[src/rtl/seq_3lanpc_leg_pkg.sv]
// Shared types for the 3-level ANPC leg sequencer: level codes, commutation
// types, sequencer states and the default timing width.
package seq_3lanpc_leg_pkg;

    localparam int TDELAY_WIDTH = 8;

    typedef enum logic [1:0] {
        type_I   = 2'd0,
        type_II  = 2'd1,
        type_III = 2'd2,
        type_IV  = 2'd3
    } _commtypes_t;

    typedef enum logic [1:0] {
        LEV_O   = 2'b00,
        LEV_P   = 2'b01,
        LEV_N   = 2'b10,
        LEV_INV = 2'b11
    } _vlev_t;

    typedef enum logic [2:0] {
        IDLE,
        HOLD,
        STABLE,
        VIA_ZERO,
        STOP_ZERO,
        FAULT_ZERO,
        LOCKOUT
    } _seqstate_t;

    // A direct jump between the two outer rails is not allowed; it must pass O.
    function automatic logic is_rail_swap(input logic [1:0] from_lev, input logic [1:0] to_lev);
        return ((from_lev == LEV_P) && (to_lev == LEV_N)) ||
               ((from_lev == LEV_N) && (to_lev == LEV_P));
    endfunction

endpackage

[src/rtl/seq_3lanpc_leg_if.sv]
// Level-request channel from the modulator into the leg sequencer.
interface seq_3lanpc_leg_if;

    logic [1:0] lev_req;
    logic       lev_req_valid;
    logic       lev_req_ready;

    modport master (
        output lev_req,
        output lev_req_valid,
        input  lev_req_ready
    );

    modport slave (
        input  lev_req,
        input  lev_req_valid,
        output lev_req_ready
    );

endinterface

[src/rtl/seq_3lanpc_leg_timer.sv]
// Down-counting hold timer: loads a value, counts to zero and parks there.
module hold_timer_3lanpc #(
    parameter int TDW = 8
) (
    input  logic           clk,
    input  logic           rst,
    input  logic           load,
    input  logic [TDW-1:0] load_val,
    output logic           expired,
    output logic [TDW-1:0] count
);

    localparam logic [TDW-1:0] ONE = {{(TDW-1){1'b0}}, 1'b1};

    logic [TDW-1:0] count_reg;

    always_ff @(posedge clk or negedge rst) begin
        if (!rst) begin
            count_reg <= '0;
        end else if (load) begin
            count_reg <= load_val;
        end else if (count_reg != '0) begin
            count_reg <= count_reg - ONE;
        end
    end

    assign count   = count_reg;
    assign expired = (count_reg == '0);

endmodule

[src/rtl/seq_3lanpc_leg.sv]
// Per-leg commutation sequencer: enforces hold times, the O-level detour on
// rail swaps, stable-only comm_type updates and an ordered stop/fault shutdown.
module seq_3lanpc_leg
    import seq_3lanpc_leg_pkg::*;
#(
    parameter int TDW = TDELAY_WIDTH
) (
    input  logic                  clk,
    input  logic                  rst,
    input  logic                  en,
    input  logic                  fault,
    seq_3lanpc_leg_if.slave       req_if,
    input  _commtypes_t           comm_type_cfg,
    input  logic [TDW-1:0]        t_settle,
    input  logic [TDW-1:0]        t_dwell,
    output logic [1:0]            v_lev,
    output _commtypes_t           comm_type,
    output logic                  gate_en,
    output logic                  busy,
    output logic                  fault_latched,
    output logic                  err_invalid
);

    _seqstate_t     state_reg;
    logic [1:0]     v_lev_reg;
    logic [1:0]     target_reg;
    _commtypes_t    comm_type_reg;
    logic           gate_en_reg;
    logic           ready_reg;
    logic           busy_reg;
    logic           fault_latched_reg;
    logic           err_invalid_reg;

    logic [TDW-1:0] hold_max;
    logic [TDW-1:0] load_val;
    logic           load;
    logic           expired;
    logic [TDW-1:0] count;

    logic           active;
    logic           fault_hit;
    logic           stop_hit;
    logic           xfer;
    logic           req_moves;

    assign hold_max  = (t_settle > t_dwell) ? t_settle : t_dwell;
    assign active    = (state_reg == HOLD) || (state_reg == STABLE) || (state_reg == VIA_ZERO);
    assign fault_hit = active && fault;
    assign stop_hit  = active && !fault && !en;
    // A handshake is only acted on when no shutdown wins the same cycle.
    assign xfer      = (state_reg == STABLE) && !fault && en &&
                       req_if.lev_req_valid && ready_reg;
    assign req_moves = xfer && (req_if.lev_req != v_lev_reg) && (req_if.lev_req != LEV_INV);

    always_comb begin
        load     = 1'b0;
        load_val = hold_max;
        if (fault_hit || stop_hit) begin
            load     = 1'b1;
            load_val = t_settle;
        end else begin
            case (state_reg)
                IDLE:     load = en && !fault;
                STABLE:   load = req_moves;
                VIA_ZERO: load = expired;
                default:  load = 1'b0;
            endcase
        end
    end

    hold_timer_3lanpc #(.TDW(TDW)) u_timer (
        .clk      (clk),
        .rst      (rst),
        .load     (load),
        .load_val (load_val),
        .expired  (expired),
        .count    (count)
    );

    always_ff @(posedge clk or negedge rst) begin
        if (!rst) begin
            state_reg         <= IDLE;
            v_lev_reg         <= LEV_O;
            target_reg        <= LEV_O;
            comm_type_reg     <= type_I;
            gate_en_reg       <= 1'b0;
            ready_reg         <= 1'b0;
            busy_reg          <= 1'b0;
            fault_latched_reg <= 1'b0;
            err_invalid_reg   <= 1'b0;
        end else begin
            if (state_reg == STABLE) begin
                comm_type_reg <= comm_type_cfg;
            end
            case (state_reg)
                IDLE: begin
                    if (fault) begin
                        fault_latched_reg <= 1'b1;
                        state_reg         <= LOCKOUT;
                    end else if (en) begin
                        gate_en_reg <= 1'b1;
                        busy_reg    <= 1'b1;
                        state_reg   <= HOLD;
                    end
                end
                HOLD, STABLE, VIA_ZERO: begin
                    if (fault_hit) begin
                        v_lev_reg <= LEV_O;
                        ready_reg <= 1'b0;
                        busy_reg  <= 1'b1;
                        state_reg <= FAULT_ZERO;
                    end else if (stop_hit) begin
                        v_lev_reg <= LEV_O;
                        ready_reg <= 1'b0;
                        busy_reg  <= 1'b1;
                        state_reg <= STOP_ZERO;
                    end else if (state_reg == HOLD) begin
                        if (expired) begin
                            ready_reg <= 1'b1;
                            busy_reg  <= 1'b0;
                            state_reg <= STABLE;
                        end
                    end else if (state_reg == VIA_ZERO) begin
                        if (expired) begin
                            v_lev_reg <= target_reg;
                            state_reg <= HOLD;
                        end
                    end else if (xfer) begin
                        if (req_if.lev_req == LEV_INV) begin
                            err_invalid_reg <= 1'b1;
                        end else if (req_moves) begin
                            ready_reg <= 1'b0;
                            busy_reg  <= 1'b1;
                            if (is_rail_swap(v_lev_reg, req_if.lev_req)) begin
                                v_lev_reg  <= LEV_O;
                                target_reg <= req_if.lev_req;
                                state_reg  <= VIA_ZERO;
                            end else begin
                                v_lev_reg <= req_if.lev_req;
                                state_reg <= HOLD;
                            end
                        end
                    end
                end
                STOP_ZERO: begin
                    // A fault during a stop keeps the running settle count.
                    if (fault) begin
                        state_reg <= FAULT_ZERO;
                    end else if (expired) begin
                        gate_en_reg     <= 1'b0;
                        busy_reg        <= 1'b0;
                        err_invalid_reg <= 1'b0;
                        state_reg       <= IDLE;
                    end
                end
                FAULT_ZERO: begin
                    if (expired) begin
                        gate_en_reg       <= 1'b0;
                        busy_reg          <= 1'b0;
                        fault_latched_reg <= 1'b1;
                        state_reg         <= LOCKOUT;
                    end
                end
                LOCKOUT: begin
                    if (!en && !fault) begin
                        fault_latched_reg <= 1'b0;
                        err_invalid_reg   <= 1'b0;
                        state_reg         <= IDLE;
                    end
                end
                default: state_reg <= IDLE;
            endcase
        end
    end

    assign req_if.lev_req_ready = ready_reg;
    assign v_lev                = v_lev_reg;
    assign comm_type            = comm_type_reg;
    assign gate_en              = gate_en_reg;
    assign busy                 = busy_reg;
    assign fault_latched        = fault_latched_reg;
    assign err_invalid          = err_invalid_reg;

endmodule

[src/flat_wrapper.sv]
// flat-port wrapper written by rule: the top's interface ports become plain ports
module seq_3lanpc_leg_flat import seq_3lanpc_leg_pkg::*;
#(
    parameter int TDW = TDELAY_WIDTH
)
  (clk, rst, en, fault, comm_type_cfg, t_settle, t_dwell, v_lev, comm_type, gate_en, busy, fault_latched, err_invalid, req_if_lev_req, req_if_lev_req_valid, req_if_lev_req_ready);
  seq_3lanpc_leg_if req_if_i ();
  input  logic clk;
  input  logic rst;
  input  logic en;
  input  logic fault;
  input  _commtypes_t comm_type_cfg;
  input  logic [TDW-1:0] t_settle;
  input  logic [TDW-1:0] t_dwell;
  output logic [1:0] v_lev;
  output _commtypes_t comm_type;
  output logic gate_en;
  output logic busy;
  output logic fault_latched;
  output logic err_invalid;
  input wire logic [$bits(req_if_i.lev_req)-1:0] req_if_lev_req;
  input wire logic [$bits(req_if_i.lev_req_valid)-1:0] req_if_lev_req_valid;
  output wire logic [$bits(req_if_i.lev_req_ready)-1:0] req_if_lev_req_ready;
  assign req_if_i.lev_req = req_if_lev_req;
  assign req_if_i.lev_req_valid = req_if_lev_req_valid;
  assign req_if_lev_req_ready = req_if_i.lev_req_ready;
  seq_3lanpc_leg #(.TDW(TDW)) u_core (.clk(clk), .rst(rst), .en(en), .fault(fault), .req_if(req_if_i), .comm_type_cfg(comm_type_cfg), .t_settle(t_settle), .t_dwell(t_dwell), .v_lev(v_lev), .comm_type(comm_type), .gate_en(gate_en), .busy(busy), .fault_latched(fault_latched), .err_invalid(err_invalid));
endmodule
[config.mk]
export PLATFORM = sky130hd
export DESIGN_NAME = seq_3lanpc_leg_flat
export DESIGN_NICKNAME = d
export VERILOG_FILES = /design/src/rtl/seq_3lanpc_leg_pkg.sv /design/src/rtl/seq_3lanpc_leg_if.sv /design/src/rtl/seq_3lanpc_leg_timer.sv /design/src/rtl/seq_3lanpc_leg.sv /design/src/flat_wrapper.sv
export SDC_FILE = /design/constraint.sdc
export NUM_CORES = 1
export LEC_CHECK = 0
export ABC_AREA = 1
export ABC_CLOCK_PERIOD_IN_PS = 2290
export CORE_MARGIN = 4
export CORE_UTILIZATION = 30
export CTS_CLUSTER_SIZE = 12
export DETAILED_ROUTE_END_ITERATION = 16
export PLACE_DENSITY = 0.61
export SYNTH_ARGS = -nofsm -noshare
export SYNTH_HDL_FRONTEND = slang
export SYNTH_SLANG_ARGS = --single-unit
[constraint.sdc]
create_clock -name clk -period 2.29 [get_ports clk]
set_clock_uncertainty 0.15 [all_clocks]
set_input_delay 0.229 -clock clk [delete_from_list [all_inputs] [get_ports clk]]
set_output_delay 0.229 -clock clk [all_outputs]
set_load 0.05 [all_outputs]
==> out/metrics.sh, run 1 <==
STATUS='completed'
HTREEDEPTH=1
CRIT_PATH_FREQUENT_CELL='nand2_1'
PWR-SHARE-CLK_PCT=9.0
POST_CTS_BUFFERS=0
NNETSFINAL=344
RSZ0062_AT_GRT='false'
TYPE_OF_THE_WORST_SETUP_PATH='flop to flop'
MET3_USAGE_PCT=1.798
GRT_PASS1_VIAS=1770
POWER_DENSITY_mW_PER_MM2=1170
SYNTH_SEQ_AREA_SHARE_PCT=29.37
HOLD-WORST-SLACK_NS=0.1676
TIMING.MAX_SLEW.REL_SLACK_PCT=66.24
GRT_START_MAX_NET_PINS=23
NETLIST_AREA_SQ_MM=0.001874
STD_CELL_CORE_AREA_SQ_MM=0.005991
ROUTE.DETAILED.VIAS_PER_INST=4.802
YOSYS.CELL_TYPES.COUNT=33
WORST-R2R-CELL-COUNT=11
MAX-VDD-IR-DROP_V=0.0005582
CRITPATHCAPTURETYPE='flop'
CTS_ROOT_BUF='clkbuf_8'
GP_CONGESTION=0.9145
INITIAL_UTILIZATION_PCT=31.29
N_ANTENNA_CELL=0
POSTCTSRESIZEDCELLS=0
POWER_SWITCHING_mW=1.392
DIE-AREA_SQ_MM=0.007576
GRT.OVERFLOW.TOTAL=0
SYN_NETS=305
FINALSETUPTNS_NS=0
FINAL.FILL_COUNT=662
ANT_NETS=0
CP_DATA_REQUIRED_TIME_NS=2.30
FIRST_PASS_ITERS=4
DPL.HPWL_UM=3738
INITIAL_ANTENNA_VIOLATION_COUNT=0
POSTROUTEWIRELENGTH_UM=4576
TRITONCTS='yes'
DRCVIOLATIONCOUNT=0
UTILIZATION_PCT=38.93
POST_SYNTH.CELL_AREA_AVG_SQ_UM=6.916
NUMBER_OF_FLIP_FLOPS_UNDER_THE_LARGEST_REGISTER_NAME=8
HP-CLASS='input port to asynchronous set/reset pin'
HOLDBUFCOUNTCTS=0
FINALHOLDVIOLCOUNT=0
USE_MET1_PCT=15.42
MAX_CLOCK_FREQ_GHz=0.4884
WORST_PATH_CELL_TRACE='inv_1 -> ha_1 -> nand3b_2 -> nor2_4 -> inv_2 -> nand2_1 -> nand3_2 -> nor2_4 -> nand3_2 -> nand2_1 -> nand2_1'
AREA.GROWTH.SYNTH_TO_FINAL_PCT=24.43
GR-MAX-USAGE-LAYER='met2'
P_COMB_SHARE_PCT=64.4
DOMINANTREGCELLSYNTH='dfrtp_1'
DRIVE_ABOVE_1_SHARE_PCT=13.31
DRTITER0DRC=61
LATEST_CLOCK_ARRIVAL_WITHIN_THE_WORST_SKEW_PAIR_NS=0.26
DRV_CAP=0
NUMBER_OF_PLACED_INSTANCES_WITH_TAPS_INCLUDED=380
SYNTH-EDFF-COUNT=0
IOS=34
FP.DIEW_UM=87.04
PERIOD_SHARE_PCT=89.42
SYNTH.FF_LATCH_COUNT=22
LEAKAGE_nW=1.159
TIMING_MAX_TRANSITION_VIOLATIONS_FINAL=0
SYNTH.YOSYS.WARNINGS=0
FINALNONFILLERCELLS=383
CRITPATHARRIVALTIME_NS=2.05
CLOCK-SINKS=22
DIE_H_UM=87.04
NUM_VIAS=1839
SW_RATIO_PCT=51.02
FINALWORSTPATHREQUIREDPERIOD_NS=2.048
SYNTH-ASYNC-RESET-RATIO_PCT=100.0
WORST_PATH_MAX_DELAY_CELL='dfrtp_1'
TIMING.FINAL.SETUP_VIOLATIONS=0
MET2_USAGE_PCT=21.46
STARTPOINT_TYPE='flop'
CTS-ROOT-TO-SINK-BUFFERS=2
CRITICAL_PATH_PEAK_FANOUT=8
DPL-INSTANCE-AREA_SQ_MM=0.002291
NUM_ROWS=28
AVGROUTEDWIREPERCELL_UM=11.95
PATH_CLK_SLEW_NS=0.08
WORSTMARGINPINSLEW_NS=0.5047
WORST_PATH_LARGEST_CELL_DELAY_NS=0.38
SEQ_POWER_SHARE_PCT=26.7
IO_BUFFER_COUNT=33
INTERNAL_POWER_mW=1.336
SYN-INSTANCE-COUNT=271
GLOBAL_ROUTE_WIRE_LENGTH_BEFORE_REPAIR_UM=7645
GLOBALROUTETOTALUTIL_PCT=12.35
POST-ROUTE-CELL-AREA_SQ_MM=0.002332
CTS_MADE_BUFFERS=3
## area by class of cell
type | instances | area [sq um] | area share (%)
Inverter | 44 | 165.2 | 7.082
Multi-Input combinational cell | 201 | 1114 | 47.75
Sequential cell | 22 | 550.5 | 23.61
Tap cell | 75 | 93.84 | 4.024
Timing Repair Buffer | 38 | 367.9 | 15.77
Clock buffer | 3 | 41.29 | 1.770
## kinds of logic (layout without fill, tap and decap cells)
family,after synthesis,in the layout,share of synthesized area [%]
AND/OR/NAND/NOR,141,141,36.38
buffers and inverters,48,85,11.21
AO/OA/AOI/OAI,47,47,15.15
flip-flops,22,22,29.37
adder cells (fa/ha/maj),9,9,6.008
XOR/XNOR,4,4,1.870
## final timing paths
path | slack [ns] | to | from
min reg2reg | 0.33 | u_core.comm_type[0]$_DFFE_PN0N_ | u_core.comm_type[0]$_DFFE_PN0N_
max reg2reg | 0.24 | u_core.state_reg[2]$_DFFE_PN0P_ | u_core.u_timer.count[0]$_DFFE_PN0P_
max in group asynchronous | 1.59 | u_core.u_timer.count[5]$_DFFE_PN0P_ | rst
min in group clk | 0.33 | u_core.comm_type[0]$_DFFE_PN0N_ | u_core.comm_type[0]$_DFFE_PN0N_
min | 0.17 | u_core.v_lev[1]$_DFFE_PN0P_ | rst
max | 0.24 | u_core.state_reg[2]$_DFFE_PN0P_ | u_core.u_timer.count[0]$_DFFE_PN0P_
## power by group through the flow
stage | Sequential [mW] | Combinational, mW | Clock (mW)
3_5_place_dp | 0.736 | 1.75 | 0
2_1_floorplan | 0.923 | 1.16 | 0
3_3_place_gp | 0.734 | 1.74 | 0
5_1_grt | 0.758 | 1.95 | 0.272
4_1_cts | 0.728 | 1.76 | 0.257
6_report | 0.727 | 1.76 | 0.245
## cell usage after synthesis (3+ instances only)
library cell	count	area share, %
a21oi_1	16	4.3
buf_6	4	2.4
dfrtp_1	22	29
ha_1	9	6.0
inv_1	34	6.8
inv_2	10	2.0
nand2_1	69	14
nand3_1	20	5.3
nand3_2	3	1.6
nand4_1	8	2.7
nor2_1	22	4.4
nor2_2	7	2.3
nor2_4	4	2.4
o211ai_1	5	2.0
o21ai_0	10	2.7
o21ai_1	3	0.80
## cells in the final DEF (no fill, tap or decap), types with 3 or more instances in the layout
master | synthesis | layout
nand2_1 | 69 | 69
nor2_4 | 4 | 4
o21ai_0 | 10 | 10
ha_1 | 9 | 9
inv_2 | 10 | 10
a21oi_1 | 16 | 16
nand3_1 | 20 | 20
nor2_2 | 7 | 7
nor2_1 | 22 | 22
inv_1 | 34 | 34
buf_4 | 0 | 5
dfrtp_1 | 22 | 22
o21ai_1 | 3 | 3
o211ai_1 | 5 | 5
nand4_1 | 8 | 8
nand3_2 | 3 | 3
clkbuf_8 | 0 | 3
clkdlybuf4s50_1 | 0 | 33
## metal layers
metal / vias to the layer above / share of wire, %
li1: 961 / -
met1: 824 / 46
met2: 48 / 47
met3: 6 / 5.2
met4: 0 / 1.2
met5: - / 0
## stage by stage
step | worst slack (ns) | power (mW)
3_3_place_gp | 0.1025 | 2.472
5_1_grt | 0.02723 | 2.985
4_1_cts | 0.2168 | 2.745
6_report | 0.2424 | 2.728
3_5_place_dp | 0.1025 | 2.489
2_1_floorplan | 0.4706 | 2.085
## worst max-delay path, delay by kind of cell (launching register included)
| kind | cells | cell delay [ns] |
|---|---|---|
| DFF | 1 | 0.38 |
| buffers and inverters | 2 | 0.23 |
| and+or+nand+nor | 8 | 0.92 |
| adders and majority gates | 1 | 0.24 |
Note: power is estimated with default switching activity, not from simulation.
==> inputs of run 2 (changes only) <==
--- a/config.mk
+++ b/config.mk
@@ -11,6 +11,7 @@
 export CORE_UTILIZATION = 30
 export CTS_CLUSTER_SIZE = 12
 export DETAILED_ROUTE_END_ITERATION = 16
+export GPL_TIMING_DRIVEN = 0
 export PLACE_DENSITY = 0.61
 export SYNTH_ARGS = -nofsm -noshare
 export SYNTH_HDL_FRONTEND = slang
==> run 2 against run 1 <==
Effect of this change:
- clock-buffer cell count unchanged
- flip-flop and latch count did not move
- sequential share of layout area fell by 0.13 points
- clock power about the same
- wire length grew 1.0%
- maximum frequency increased by 0.59%
- sequential power down 3%
- die area did not move
- setup slack improved by 0.012 ns
==> out/metrics.sh, run 2 (synthesized netlist as in run 1, its figures left out) <==
POWER_SWITCHING_mW=1.411  # +1.4%
P_COMB_SHARE_PCT=65.7  # +1.3 points
DPL.HPWL_UM=3781  # +1.1%
CRITPATHARRIVALTIME_NS=2.05  # about the same
CLOCK-SINKS=22  # unchanged
IO_BUFFER_COUNT=33  # unchanged
FINALPOWER_mW=2.791  # +2.3%
FINALSETUPTNS_NS=0  # unchanged
CTS_MADE_BUFFERS=3  # unchanged
TIMING.FINAL.SETUP_VIOLATIONS=0  # unchanged
FINALHOLDVIOLCOUNT=0  # unchanged
GRT_START_MAX_NET_PINS=23  # unchanged
DRIVE_ABOVE_1_SHARE_PCT=13.68  # +0.37 points
NUM_ROWS=28  # unchanged
MULTI_INPUT_COMB_AREA_SQ_MM=0.001119  # +0.45%
INITIAL_UTILIZATION_PCT=31.29  # unchanged
INITIAL_ANTENNA_VIOLATION_COUNT=0  # unchanged
POSTROUTEWIRELENGTH_UM=4623  # +1.0%
CRITPATHCAPTURETYPE='flop'
HOLD-WORST-SLACK_NS=0.3376  # +0.1700 ns
ANT_NETS=0  # unchanged
CTS_ROOT_BUF='clkbuf_8'
MAX-VDD-IR-DROP_V=0.0005918  # +6.0%
DIE-AREA_SQ_MM=0.007576  # unchanged
MAX_CLOCK_FREQ_GHz=0.4913  # +0.59%
PWR-SHARE-CLK_PCT=8.9  # about the same
RSZ0062_AT_GRT='false'
POWER_DENSITY_mW_PER_MM2=1190  # +1.8%
WORSTMARGINPINSLEW_NS=1.056  # +0.5516 ns
GRT_PASS1_VIAS=1753  # -0.96%
GLOBALROUTETOTALUTIL_PCT=13.01  # +0.67 points
PATH_CLK_SLEW_NS=0.08  # about the same
REGAREA_SQ_UM=550.5  # unchanged
CP_DATA_REQUIRED_TIME_NS=2.31  # about the same
NNETSFINAL=343  # -0.29%
AREA.GROWTH.SYNTH_TO_FINAL_PCT=25.10
DRCVIOLATIONCOUNT=0  # unchanged
N_ANTENNA_CELL=0  # unchanged
HTREEDEPTH=1  # unchanged
INTERNAL_POWER_mW=1.380  # +3.3%
CTS-ROOT-TO-SINK-BUFFERS=2  # unchanged
LATEST_CLOCK_ARRIVAL_WITHIN_THE_WORST_SKEW_PAIR_NS=0.27  # about the same
PRECTSSETUPSLACK_NS=-0.2001  # -0.3026 ns
GLOBAL_ROUTE_WIRE_LENGTH_BEFORE_REPAIR_UM=7907  # +3.4%
WORST_PATH_MAX_DELAY_CELL='dfrtp_1'
FIRST_PASS_ITERS=4  # unchanged
DRV_CAP=0  # unchanged
NUMBER_OF_FLIP_FLOPS_UNDER_THE_LARGEST_REGISTER_NAME=8  # unchanged
SW_RATIO_PCT=50.56  # -0.46 points
AVGROUTEDWIREPERCELL_UM=12.10  # +1.3%
GRT.OVERFLOW.TOTAL=0  # unchanged
FINALNONFILLERCELLS=382  # -0.26%
CRITICAL_PATH_PEAK_FANOUT=8  # unchanged
DIE_H_UM=87.04  # unchanged
LEAKAGE_nW=1.160  # about the same
WORST_PATH_CELL_TRACE='inv_1 -> ha_1 -> nand3b_2 -> nor2_4 -> inv_2 -> nand2_1 -> nand3_2 -> nor2_4 -> nand3_2 -> nand2_1 -> nand2_1'
GP_CONGESTION=0.9058  # -0.95%
DRTITER0DRC=86  # +41%
STATUS='completed'
TIMING.MAX_SLEW.REL_SLACK_PCT=29.36  # -37 points
FINALWORSTPATHREQUIREDPERIOD_NS=2.036  # -0.01205 ns
FP.DIEW_UM=87.04  # unchanged
HP-CLASS='flop to flop'
STARTPOINT_TYPE='flop'
SEQ_POWER_SHARE_PCT=25.4  # -1.3 points
FINAL.FILL_COUNT=656  # -0.91%
TIMING_MAX_TRANSITION_VIOLATIONS_FINAL=0  # unchanged
FINAL_COMMON_CELL='nand2_1'
IOS=34  # unchanged
PERIOD_SHARE_PCT=88.89  # -0.53 points
TRITONCTS='yes'
WORST_PATH_LARGEST_CELL_DELAY_NS=0.38  # about the same
ROUTE.DETAILED.VIAS_PER_INST=4.759  # -0.88%
CRIT_PATH_FREQUENT_CELL='nand2_1'
TYPE_OF_THE_WORST_SETUP_PATH='flop to flop'
NUMBER_OF_PLACED_INSTANCES_WITH_TAPS_INCLUDED=379  # -0.26%
STD_CELL_CORE_AREA_SQ_MM=0.005991  # unchanged
LAYOUT_SETUP_WS_NS=0.2544  # +0.01205 ns
NUM_VIAS=1818  # -1.1%
MOSTFREQUENTLAYOUTCELLS='nand2_1 (67), inv_1 (34), clkdlybuf4s50_1 (33), nor2_1 (22), dfrtp_1 (22)'
## run 2: cell types whose count changed in the layout (fill, tap and decap cells not counted)
cell | previous run | this run
nand2_1 | 69 | 67
buf_4 | 5 | 0
buf_6 | 0 | 4
nand2_2 | 2 | 4
## run 2: critical path, delay by kind of cell, from the launching register on
kind | cells | cell delay, ns
simple gates | 8 | 0.94
buf+inv | 2 | 0.23
fa+ha+maj | 1 | 0.23
flops | 1 | 0.38
## run 2: power by group through the flow
stage	sequential, mW	combinational (mW)	clock, mW
3_3_place_gp	0.711	1.82	0
2_1_floorplan	0.923	1.16	0
6_report	0.708	1.83	0.248
5_1_grt	0.734	2.07	0.267
3_5_place_dp	0.718	1.84	0
4_1_cts	0.710	1.84	0.259
## run 2: area by class of cell
type | count | share of cell area, %
Sequential cell | 22 | 23.48
Inverter | 44 | 7.044
Clock buffer | 3 | 1.761
Buffer | 4 | 1.921
Tap cell | 75 | 4.002
Timing Repair Buffer | 33 | 14.09
Multi-Input combinational cell | 201 | 47.71
## run 2: timing repair
| action | in CTS | in global routing |
|---|---|---|
| setup buffers | 0 | 0 |
| resized for setup | 0 | 2 |
| setup endpoints to repair | 0 | 8 |
| endpoints found under the hold margin | 0 | 0 |
| hold buffers | 0 | 0 |
## run 2: stage by stage
step | util, % | area, sq um
after floorplan | - | 1874
after global placement | 38.37 | 2298
after detailed placement | 38.37 | 2298
after CTS | 39.06 | 2340
after global routing | 39.14 | 2345
final | 39.14 | 2345
## run 2: routing by layer
metal | vias to the layer above | track usage (%) | wire length, um
met5 | - | 0 | 0
met1 | 813 | 15.98 | 2060
met3 | 9 | 1.608 | 263
met2 | 43 | 22.91 | 2213
li1 | 953 | - | -
met4 | 0 | 5.099 | 86
## run 2: worst paths after layout
path                                                    end  slack, ns                                 from  depth (start not counted)
hold / removal               u_core.err_invalid$_DFFE_PN0P_       0.34       u_core.err_invalid$_DFFE_PN0P_                          2
setup reg to reg            u_core.state_reg[1]$_DFFE_PN0P_       0.25  u_core.u_timer.count[0]$_DFFE_PN0P_                         11
hold reg to reg              u_core.err_invalid$_DFFE_PN0P_       0.34       u_core.err_invalid$_DFFE_PN0P_                          2
setup / recovery            u_core.state_reg[1]$_DFFE_PN0P_       0.25  u_core.u_timer.count[0]$_DFFE_PN0P_                         11
min in group asynchronous    u_core.err_invalid$_DFFE_PN0P_       0.38                                  rst                          1
max in group asynchronous  u_core.target_reg[1]$_DFFE_PN0P_       0.98                                  rst                          1
